## src/rtl/mips_execute_stage.sv

```systemverilog
// rtl/mips_execute_stage.sv - EX stage of the 5-stage MIPS pipeline: ALU, target, dest reg, EX/MEM latch.
// Optional EXECUTE_OVERFLOW_EN adds o_overflow and suppresses RegWrite on signed ADD/SUB overflow.
module mips_execute_stage #(
    parameter int LEN                  = 32,
    parameter int NB_ALU_CONTROL       = 4,
    parameter int NB_ADDRESS_REGISTROS = 5,
    parameter int NB_CTRL_WB           = 2,
    parameter int NB_CTRL_MEM          = 3,
    parameter int NB_CTRL_EX           = 7
) (
    input  logic                            i_clk,
    input  logic                            i_rst,
    input  logic [LEN-1:0]                  i_adder_id,
    input  logic [LEN-1:0]                  i_dato1,
    input  logic [LEN-1:0]                  i_dato2,
    input  logic [LEN-1:0]                  i_sign_extend,
    input  logic [NB_CTRL_WB-1:0]           i_ctrl_wb,
    input  logic [NB_CTRL_MEM-1:0]          i_ctrl_mem,
    input  logic [NB_CTRL_EX-1:0]           i_ctrl_ex,
    input  logic [NB_ADDRESS_REGISTROS-1:0] i_rd,
    input  logic [NB_ADDRESS_REGISTROS-1:0] i_rt,
    output logic                            o_alu_zero,
    output logic [NB_ADDRESS_REGISTROS-1:0] o_write_reg,
    output logic [NB_CTRL_WB-1:0]           o_ctrl_wb,
    output logic [NB_CTRL_MEM-1:0]          o_ctrl_mem,
    output logic [LEN-1:0]                  o_add_execute,
    output logic [LEN-1:0]                  o_alu_result,
    output logic [LEN-1:0]                  o_dato2
`ifdef EXECUTE_OVERFLOW_EN
    ,
    output logic                            o_overflow
`endif
);

    localparam logic [NB_ALU_CONTROL-1:0] ALU_AND  = 4'b0000;
    localparam logic [NB_ALU_CONTROL-1:0] ALU_OR   = 4'b0001;
    localparam logic [NB_ALU_CONTROL-1:0] ALU_ADD  = 4'b0010;
    localparam logic [NB_ALU_CONTROL-1:0] ALU_XOR  = 4'b0011;
    localparam logic [NB_ALU_CONTROL-1:0] ALU_NOR  = 4'b0100;
    localparam logic [NB_ALU_CONTROL-1:0] ALU_SLT  = 4'b0101;
    localparam logic [NB_ALU_CONTROL-1:0] ALU_SUB  = 4'b0110;
    localparam logic [NB_ALU_CONTROL-1:0] ALU_SLL  = 4'b0111;
    localparam logic [NB_ALU_CONTROL-1:0] ALU_SRL  = 4'b1000;
    localparam logic [NB_ALU_CONTROL-1:0] ALU_SRA  = 4'b1001;
    localparam logic [NB_ALU_CONTROL-1:0] ALU_SLLV = 4'b1010;
    localparam logic [NB_ALU_CONTROL-1:0] ALU_SRLV = 4'b1011;
    localparam logic [NB_ALU_CONTROL-1:0] ALU_SRAV = 4'b1100;
    localparam logic [NB_ALU_CONTROL-1:0] ALU_LUI  = 4'b1101;
    localparam logic [NB_ALU_CONTROL-1:0] ALU_SLTU = 4'b1110;

    logic                      w_reg_dst;
    logic                      w_alu_src;
    logic                      w_jump;
    logic [NB_ALU_CONTROL-1:0] w_alu_code;
    logic [LEN-1:0]            w_op_a;
    logic [LEN-1:0]            w_op_b;
    logic [4:0]                w_shamt;
    logic [4:0]                w_shvar;
    logic [LEN-1:0]            w_sum;
    logic [LEN-1:0]            w_diff;
    logic [LEN-1:0]            w_alu_result;
    logic [LEN-1:0]            w_target;
    logic [NB_ADDRESS_REGISTROS-1:0] w_write_reg;
    logic [NB_CTRL_WB-1:0]     w_ctrl_wb;

    assign w_reg_dst  = i_ctrl_ex[6];
    assign w_alu_src  = i_ctrl_ex[5];
    assign w_jump     = i_ctrl_ex[4];
    assign w_alu_code = i_ctrl_ex[NB_ALU_CONTROL-1:0];

    assign w_op_a  = i_dato1;
    assign w_op_b  = w_alu_src ? i_sign_extend : i_dato2;
    assign w_shamt = i_sign_extend[10:6];
    assign w_shvar = w_op_a[4:0];
    assign w_sum   = w_op_a + w_op_b;
    assign w_diff  = w_op_a - w_op_b;

    always_comb begin
        w_alu_result = w_op_b;
        case (w_alu_code)
            ALU_AND:  w_alu_result = w_op_a & w_op_b;
            ALU_OR:   w_alu_result = w_op_a | w_op_b;
            ALU_ADD:  w_alu_result = w_sum;
            ALU_XOR:  w_alu_result = w_op_a ^ w_op_b;
            ALU_NOR:  w_alu_result = ~(w_op_a | w_op_b);
            ALU_SLT:  w_alu_result = {{(LEN-1){1'b0}}, ($signed(w_op_a) < $signed(w_op_b))};
            ALU_SUB:  w_alu_result = w_diff;
            ALU_SLL:  w_alu_result = w_op_b << w_shamt;
            ALU_SRL:  w_alu_result = w_op_b >> w_shamt;
            ALU_SRA:  w_alu_result = $signed(w_op_b) >>> w_shamt;
            ALU_SLLV: w_alu_result = w_op_b << w_shvar;
            ALU_SRLV: w_alu_result = w_op_b >> w_shvar;
            ALU_SRAV: w_alu_result = $signed(w_op_b) >>> w_shvar;
            ALU_LUI:  w_alu_result = w_op_b << 16;
            ALU_SLTU: w_alu_result = {{(LEN-1){1'b0}}, (w_op_a < w_op_b)};
            default:  w_alu_result = w_op_b;
        endcase
    end

    // Register jumps take the target from rs; otherwise a word-scaled PC-relative branch.
    assign w_target    = w_jump ? i_dato1 : (i_adder_id + (i_sign_extend << 2));
    assign w_write_reg = w_reg_dst ? i_rd : i_rt;

`ifdef EXECUTE_OVERFLOW_EN
    logic w_overflow;

    always_comb begin
        w_overflow = 1'b0;
        if (w_alu_code == ALU_ADD)
            w_overflow = (w_op_a[LEN-1] == w_op_b[LEN-1]) && (w_sum[LEN-1] != w_op_a[LEN-1]);
        else if (w_alu_code == ALU_SUB)
            w_overflow = (w_op_a[LEN-1] != w_op_b[LEN-1]) && (w_diff[LEN-1] != w_op_a[LEN-1]);
    end

    // An overflowing ADD/SUB must not update the register file.
    always_comb begin
        w_ctrl_wb    = i_ctrl_wb;
        w_ctrl_wb[1] = i_ctrl_wb[1] & ~w_overflow;
    end

    always_ff @(posedge i_clk or negedge i_rst) begin
        if (!i_rst) o_overflow <= 1'b0;
        else        o_overflow <= w_overflow;
    end
`else
    assign w_ctrl_wb = i_ctrl_wb;
`endif

    always_ff @(posedge i_clk or negedge i_rst) begin
        if (!i_rst) begin
            o_alu_zero    <= 1'b0;
            o_write_reg   <= '0;
            o_ctrl_wb     <= '0;
            o_ctrl_mem    <= '0;
            o_add_execute <= '0;
            o_alu_result  <= '0;
            o_dato2       <= '0;
        end else begin
            o_alu_zero    <= (w_alu_result == '0);
            o_write_reg   <= w_write_reg;
            o_ctrl_wb     <= w_ctrl_wb;
            o_ctrl_mem    <= i_ctrl_mem;
            o_add_execute <= w_target;
            o_alu_result  <= w_alu_result;
            o_dato2       <= i_dato2;
        end
    end

endmodule

```

## config.mk

```make
export PLATFORM = sky130hd
export DESIGN_NAME = mips_execute_stage
export DESIGN_NICKNAME = d
export VERILOG_FILES = /design/src/rtl/mips_execute_stage.sv
export SDC_FILE = /design/constraint.sdc
export NUM_CORES = 1
export LEC_CHECK = 0
export BUFFER_PORTS_ARGS = -buffer_cell sky130_fd_sc_hd__clkbuf_2
export CAP_MARGIN = 20
export CORE_ASPECT_RATIO = 1.2
export CORE_MARGIN = 2
export CORE_UTILIZATION = 26
export DETAILED_ROUTE_END_ITERATION = 8
export PLACE_DENSITY = 0.43
export RECOVER_POWER = 50
export SYNTH_ARGS = -nofsm -noshare
export SYNTH_HDL_FRONTEND = slang
export SYNTH_SLANG_ARGS = --single-unit
```

## constraint.sdc

```tcl
create_clock -name i_clk -period 0.8 [get_ports i_clk]
set_input_delay 0.04 -clock i_clk [delete_from_list [all_inputs] [get_ports i_clk]]
set_output_delay 0.04 -clock i_clk [all_outputs]
set_load 0.005 [all_outputs]
```

* Yosys cells after proc, flatten, opt, wreduce, memory -nomap -nowiden
Index checks and enable logic that the tools add are counted.
Word-level totals: register bits 107, input port bits 152, output and inout bits 107, logic and storage cells 42
Operators by class: $add $sub $neg 3, order comparisons 2, equality and inequality tests 14, shift operators 6, muxes and demuxes 4, bitwise operators 4, reductions and logical operators 2
Operators by type and width (count):
- 32-bit case mux with 15 select lines | 1
- 32-bit adder | 2
- 32-bit less-than comparator | 2
- 32-bit two-way mux | 2
- 32-bit by 5-bit << shifter with 32-bit output | 2
- 32-bit by 5-bit >> shifter with 32-bit output | 2
- 32-bit by 5-bit >>> shifter with 32-bit output | 2
- 32-bit bitwise AND | 1
- 32-bit logical NOT | 1
- 32-bit inverter | 1
- 32-bit OR | 1
- 32-bit subtractor | 1
- 32-bit XOR | 1
- 4-bit equality test (second input constant) | 7
- 4-bit by 3-bit equality test with 1-bit output (second input constant) | 4
- 4-bit by 2-bit equality test with 1-bit output (second input constant) | 2
- 5-bit two-way mux | 1
- 4-bit by 1-bit equality test with 1-bit output (second input constant) | 1
- 4-bit logical NOT | 1

* Logic depth before layout (Yosys ltp)
depth in word-level cells 5, mapped depth 18, gate-level depth less buffers 16

* Worst setup path after synthesis
No wires, ideal clock.
path kind input -> register, start point input i_ctrl_ex[5], end point register o_alu_zero, library setup time 0.072 ns, arrival 4.310 ns, required time 0.728 ns, setup slack -3.581 ns, cell stages on the path 18, path buffers 4, path through buf_6 -> buf_6 -> buf_6 -> mux2i_1 -> ha_1 -> clkbuf_1 -> nor3b_1 -> nor3_1 -> nand3_1 -> or3b_2 -> a21oi_1 -> o221ai_1 -> xnor2_1 -> a2111oi_0 -> a22oi_1 -> or4_1 -> or3_1 -> nor2_1
On the way: word-level cells in the longest chain between the ends 5, elaborated cells between the ends (all ways) 17, classes of those cells add/sub (2); order compare (2); shift (6); mux (2); bitwise (4); reduce/logical (1)
RTL lines:
- from (decl) | line 19 | input logic [NB_CTRL_EX-1:0] i_ctrl_ex,
- 32-bit two-way mux (*) | line 72 | assign w_op_b = w_alu_src ? i_sign_extend : i_dato2;
- parallel branches: the longest is 2 deep, another holds 32-bit subtractor
- 32-bit case mux with 15 select lines (*) | line 80 | case (w_alu_code)
- via w_alu_result[27] | line 61 | logic [LEN-1:0] w_alu_result;
- 32-bit logical NOT (*) | line 139 | o_alu_zero <= (w_alu_result == '0);
- to (signal assigned) | line 139
- to (decl) | line 22 | output logic o_alu_zero,
Mark *: on every way through the listed nets, which the timed path passes.

* Worst setup path in the final report
Ends and elaborated chain as after synthesis.

==> reports/metrics.sh <==
STATUS='complete, but fails checks'
VIOLATIONS_IN_THE_FINAL_REPORTS='hold timing, setup timing'
CLK_PATH_BUF_DEPTH=2
SYNTH_COMMONEST_CELLS='sky130_fd_sc_hd__nor2_1, sky130_fd_sc_hd__nand2_1, sky130_fd_sc_hd__mux2i_1'
DESIGN.PORTCOUNT=259
POSTSYNTHAREAPERCELL_UM2=7.58
CP_DATA_REQUIRED_TIME_NS=1.16
STATIC-LEAKAGE-POWER_nW=15.4
CP.ARRIVAL_NS=4.17
CORE.ROWCOUNT=102
SETUP.WORST_PATH.CLASS='in -> reg'
GRTUSAGETOTAL_PCT=39.5
CRITICAL_PATH.SLOWEST_CELL='sky130_fd_sc_hd__or4_1'
MAXCAPVIOLATIONS=0
CP.BUFFERS_INVERTERS=6
VIA_COUNT=25600
CORE-AREA_UM2=64700
YOSYS_SYNTHESIS_WARNING_COUNT=0
HOLD_WS_NS=-0.00876
DESIGN_AREA_UM2=32900
GRT_SETUP_UNREPAIRED='true'
SYNTH.NET_COUNT=2538
DIODES=0
NETLIST.AREA_LEADER.SHARE_PCT=15.7
CTS_HOLD_REPAIR.BUFFERS=57
HOLD_PATH_STARTPOINT='i_ctrl_ex[6]'
AREA_GROWTH_SYN_TO_LAYOUT_PCT=93.5
MAX_STAGE_DELAY_NS=0.53
YOSYS_MOST_USED_DFF='sky130_fd_sc_hd__dfrtp_1'
FINALNETCOUNT=3993
CLKSLEWWORSTSETUPHOLDPATHS_NS=0.11
CELL_TYPE_WITH_THE_LARGEST_TOTAL_AREA_AFTER_SYNTHESIS='sky130_fd_sc_hd__dfrtp_1'
FP.DIEW_UM=238
GRT_ANTENNA_BEFORE_REPAIR=2
ROUTE.ANTENNA.REMAINING_NETS=0
WHS_ENDPOINT='o_write_reg[1]'
SYNTH_ENABLE_FLOP_CELLS=0
WORST_PIN_SLEW_NS=0.964
HOLD_DEPTH=2
REPORT.FINAL.SETUP_VIOL=265
WORST_HOLD_PATH_TYPE='in -> reg'
SYNTH.CELL_AREA_UM2=17000
FINAL_PERIOD_MINUS_WORST_SETUP_SLACK_NS=3.81
FLOORPLAN.INITIALDENSITY_PCT=26.3
DRIVE_GT1_SHARE_PCT=53.0
REGISTERS_WITH_THE_MOST_FLIP_FLOPS='o_add_execute: 32 flops, o_alu_result: 32 flops, o_dato2: 32 flops'
MAX_CLOCK_FREQ_MHz=262
WIRE_PER_INST_UM=30.3
GLOBALPLACE.CONGESTION=1.12
CRITPATHTOPFAMILY='simple AND/OR/NAND/NOR gates'
FIN_WS_NS=-3.01
POWER_mW=40.2
YOSYSSEQAREASHARE_PCT=15.7
TRITONCTS.NUM_BUFFERS=9
DRC=0
DIE-HEIGHT_UM=284
AVGVIACOUNTPERCELL=5.64
H-TREE-DEPTH=3
WL_MET1_MM=53.1
FINAL_COUNT_OF_HOLD_TIMING_VIOLATIONS=4
FIRST_GLOBAL_VIAS=26000
YOSYS.CELL_COUNT.TOP_TYPE='sky130_fd_sc_hd__nor2_1'
DIE_AREA_UM2=67500
POST-ROUTE-PERIOD-UTIL_PCT=476
PATH_CELLS='buf_8 > buf_12 > buf_12 > buf_16 > buf_8 > mux2i_4 > ha_4 > nor2b_4 > nor3_4 > nand3_2 > or3b_4 > buf_6 > a21oi_4 > o221ai_2 > xnor2_2 > a2111oi_4 > a22oi_2 > or4_1 > or3_1 > nor2_1'
NUMPORTBUFFERS=258
NETLIST_INSTANCES=2246
PLACEDCELLCOUNT=4355
SYNTH.DISTINCT_CELLS=90
WL_MET3_MM=9.21
PATH_MAX_FANOUT=14
MAXSLEWHEADROOM_PCT=35.5
GLOBAL_ROUTE_WIRE_LENGTH_BEFORE_REPAIR_MM=190
YS_SEQ_ELEMENTS=107
DRT-TOTAL-WL_MM=138
ROOT_BUFFER='sky130_fd_sc_hd__clkbuf_16'
HPWL_MM=115
ENDPOINT_KIND='flop'
POST_DP_CELL_AREA_UM2=28500
DOMINANT_CELLS_BY_AREA_AFTER_SYNTHESIS='sky130_fd_sc_hd__dfrtp_1, sky130_fd_sc_hd__mux2i_1, sky130_fd_sc_hd__ha_1, sky130_fd_sc_hd__nor2_1, sky130_fd_sc_hd__a21oi_1'
WORST_SETUP_PATH_START_KIND='input pin'
FINAL_STANDARD_CELL_COUNT_WITH_TAPS_INCLUDED_AND_FILLERS_EXCLUDED=4538
FIRST_ITER_VIOLATIONS=2476
FRACTION_OF_REGISTERS_WITH_ASYNC_SET_OR_RESET_AFTER_SYNTHESIS_PCT=100
POWER.IR.VDD_WORST_mV=1.10
GRT.OVERFLOW.TOTAL=0
MAXIMUM_NUMBER_OF_PINS_ON_ONE_NET_BEFORE_GLOBAL_ROUTE_REPAIR=36
FINALMAXSLEWVIOLATIONS=0
WL_MET2_MM=63.0
NUMBER_OF_DETAILED_ROUTING_ITERATIONS_RUN_BEFORE_ANTENNA_REPAIR=6
POWER-PER-CELL-AREA_nW_PER_UM2=1220
TOP_LAYER='met5'
CTS.SINK_COUNT=107
CTS_TREE='done'
## how the worst max path moves through the flow
| stage | start | to | slack, ns | cells past startpoint |
|---|---|---|---|---|
| 2_1_floorplan | i_ctrl_ex[5] | o_alu_zero | -2.86 | 18 |
| 3_3_place_gp | i_ctrl_ex[5] | o_alu_zero | -3.86 | 17 |
| 3_5_place_dp | i_ctrl_ex[5] | o_alu_zero | -3.79 | 18 |
| 4_1_cts | i_ctrl_ex[5] | o_alu_zero | -2.97 | 23 |
| 5_1_grt | i_ctrl_ex[5] | o_alu_zero | -3.20 | 20 |
| 6_report | i_ctrl_ex[5] | o_alu_zero | -3.01 | 20 |
## final cells by class
class / count / area [um2]
Fill cell: 6411 / 31800
Multi-Input combinational cell: 1890 / 16100
Timing Repair Buffer: 1583 / 12300
Sequential cell: 107 / 2680
Tap cell: 832 / 1040
Inverter: 110 / 442
Clock buffer: 9 / 225
Clock inverter: 7 / 91.3
## placed cells by master, fill, tap and decap left out, drive strengths merged, types with 35 or more instances in the layout
cell         count
o21ai          140
dlygate4sd3     57
clkbuf         255
inv            107
buf           1280
o22ai           46
mux2i          203
nor2           231
a211oi          47
nand3           39
a21oi          165
ha             137
mux2            37
o211ai          35
nor3            48
dfrtp          107
nand2          209
## metal layers
layer / track usage (%) / vias to the layer above
met3: 6.04 / 424
li1: - / 11400
met1: 46.8 / 12500
met4: 27.8 / 2
met2: 65.3 / 1271
met5: 0 / -
## cells by family (layout without fill, tap and decap cells)
group | count (synthesis) | count (layout) | synth area share [%]
AOI/OAI and AO/OA | 757 | 757 | 30.3
DFF | 107 | 107 | 15.7
xor gates and xnor gates | 41 | 41 | 2.11
buffers and inverters | 250 | 1709 | 6.06
and+or+nand+nor | 701 | 701 | 19.3
adders and majority gates | 140 | 140 | 10.4
muxes | 250 | 251 | 16.1
## report_power, final
part / leakage [nW] / internal [mW] / total (mW) / switching [mW]
registers: 1.28 / 6.04 / 6.27 / 0.223
logic: 14.0 / 13.7 / 28.8 / 15.1
clock network: 0.152 / 2.27 / 5.12 / 2.85
## through the flow
step | setup slack (ns) | hold slack, ns | TNS, ns | utilization [%]
4_1_cts | -2.97 | -0.0304 | -119.88 | 48.7
5_1_grt | -3.20 | -0.00765 | -139.02 | 50.9
2_1_floorplan | -2.86 | -0.256 | -88.79 | -
3_5_place_dp | -3.79 | 0.0147 | -141.67 | 44.0
6_report | -3.01 | -0.00876 | -126.86 | 50.9
3_3_place_gp | -3.86 | 0.00756 | -140.31 | 44.0
## timing repair
| action | CTS | global route |
|---|---|---|
| endpoints found under the hold margin | 158 | 2 |
| pin swaps | 94 | 124 |
| cloned | 1 | 0 |
| resized for setup | 311 | 249 |
| buffers inserted | 86 | 48 |
| setup endpoints to repair | 168 | 168 |
(Power assumes the default switching activity.)
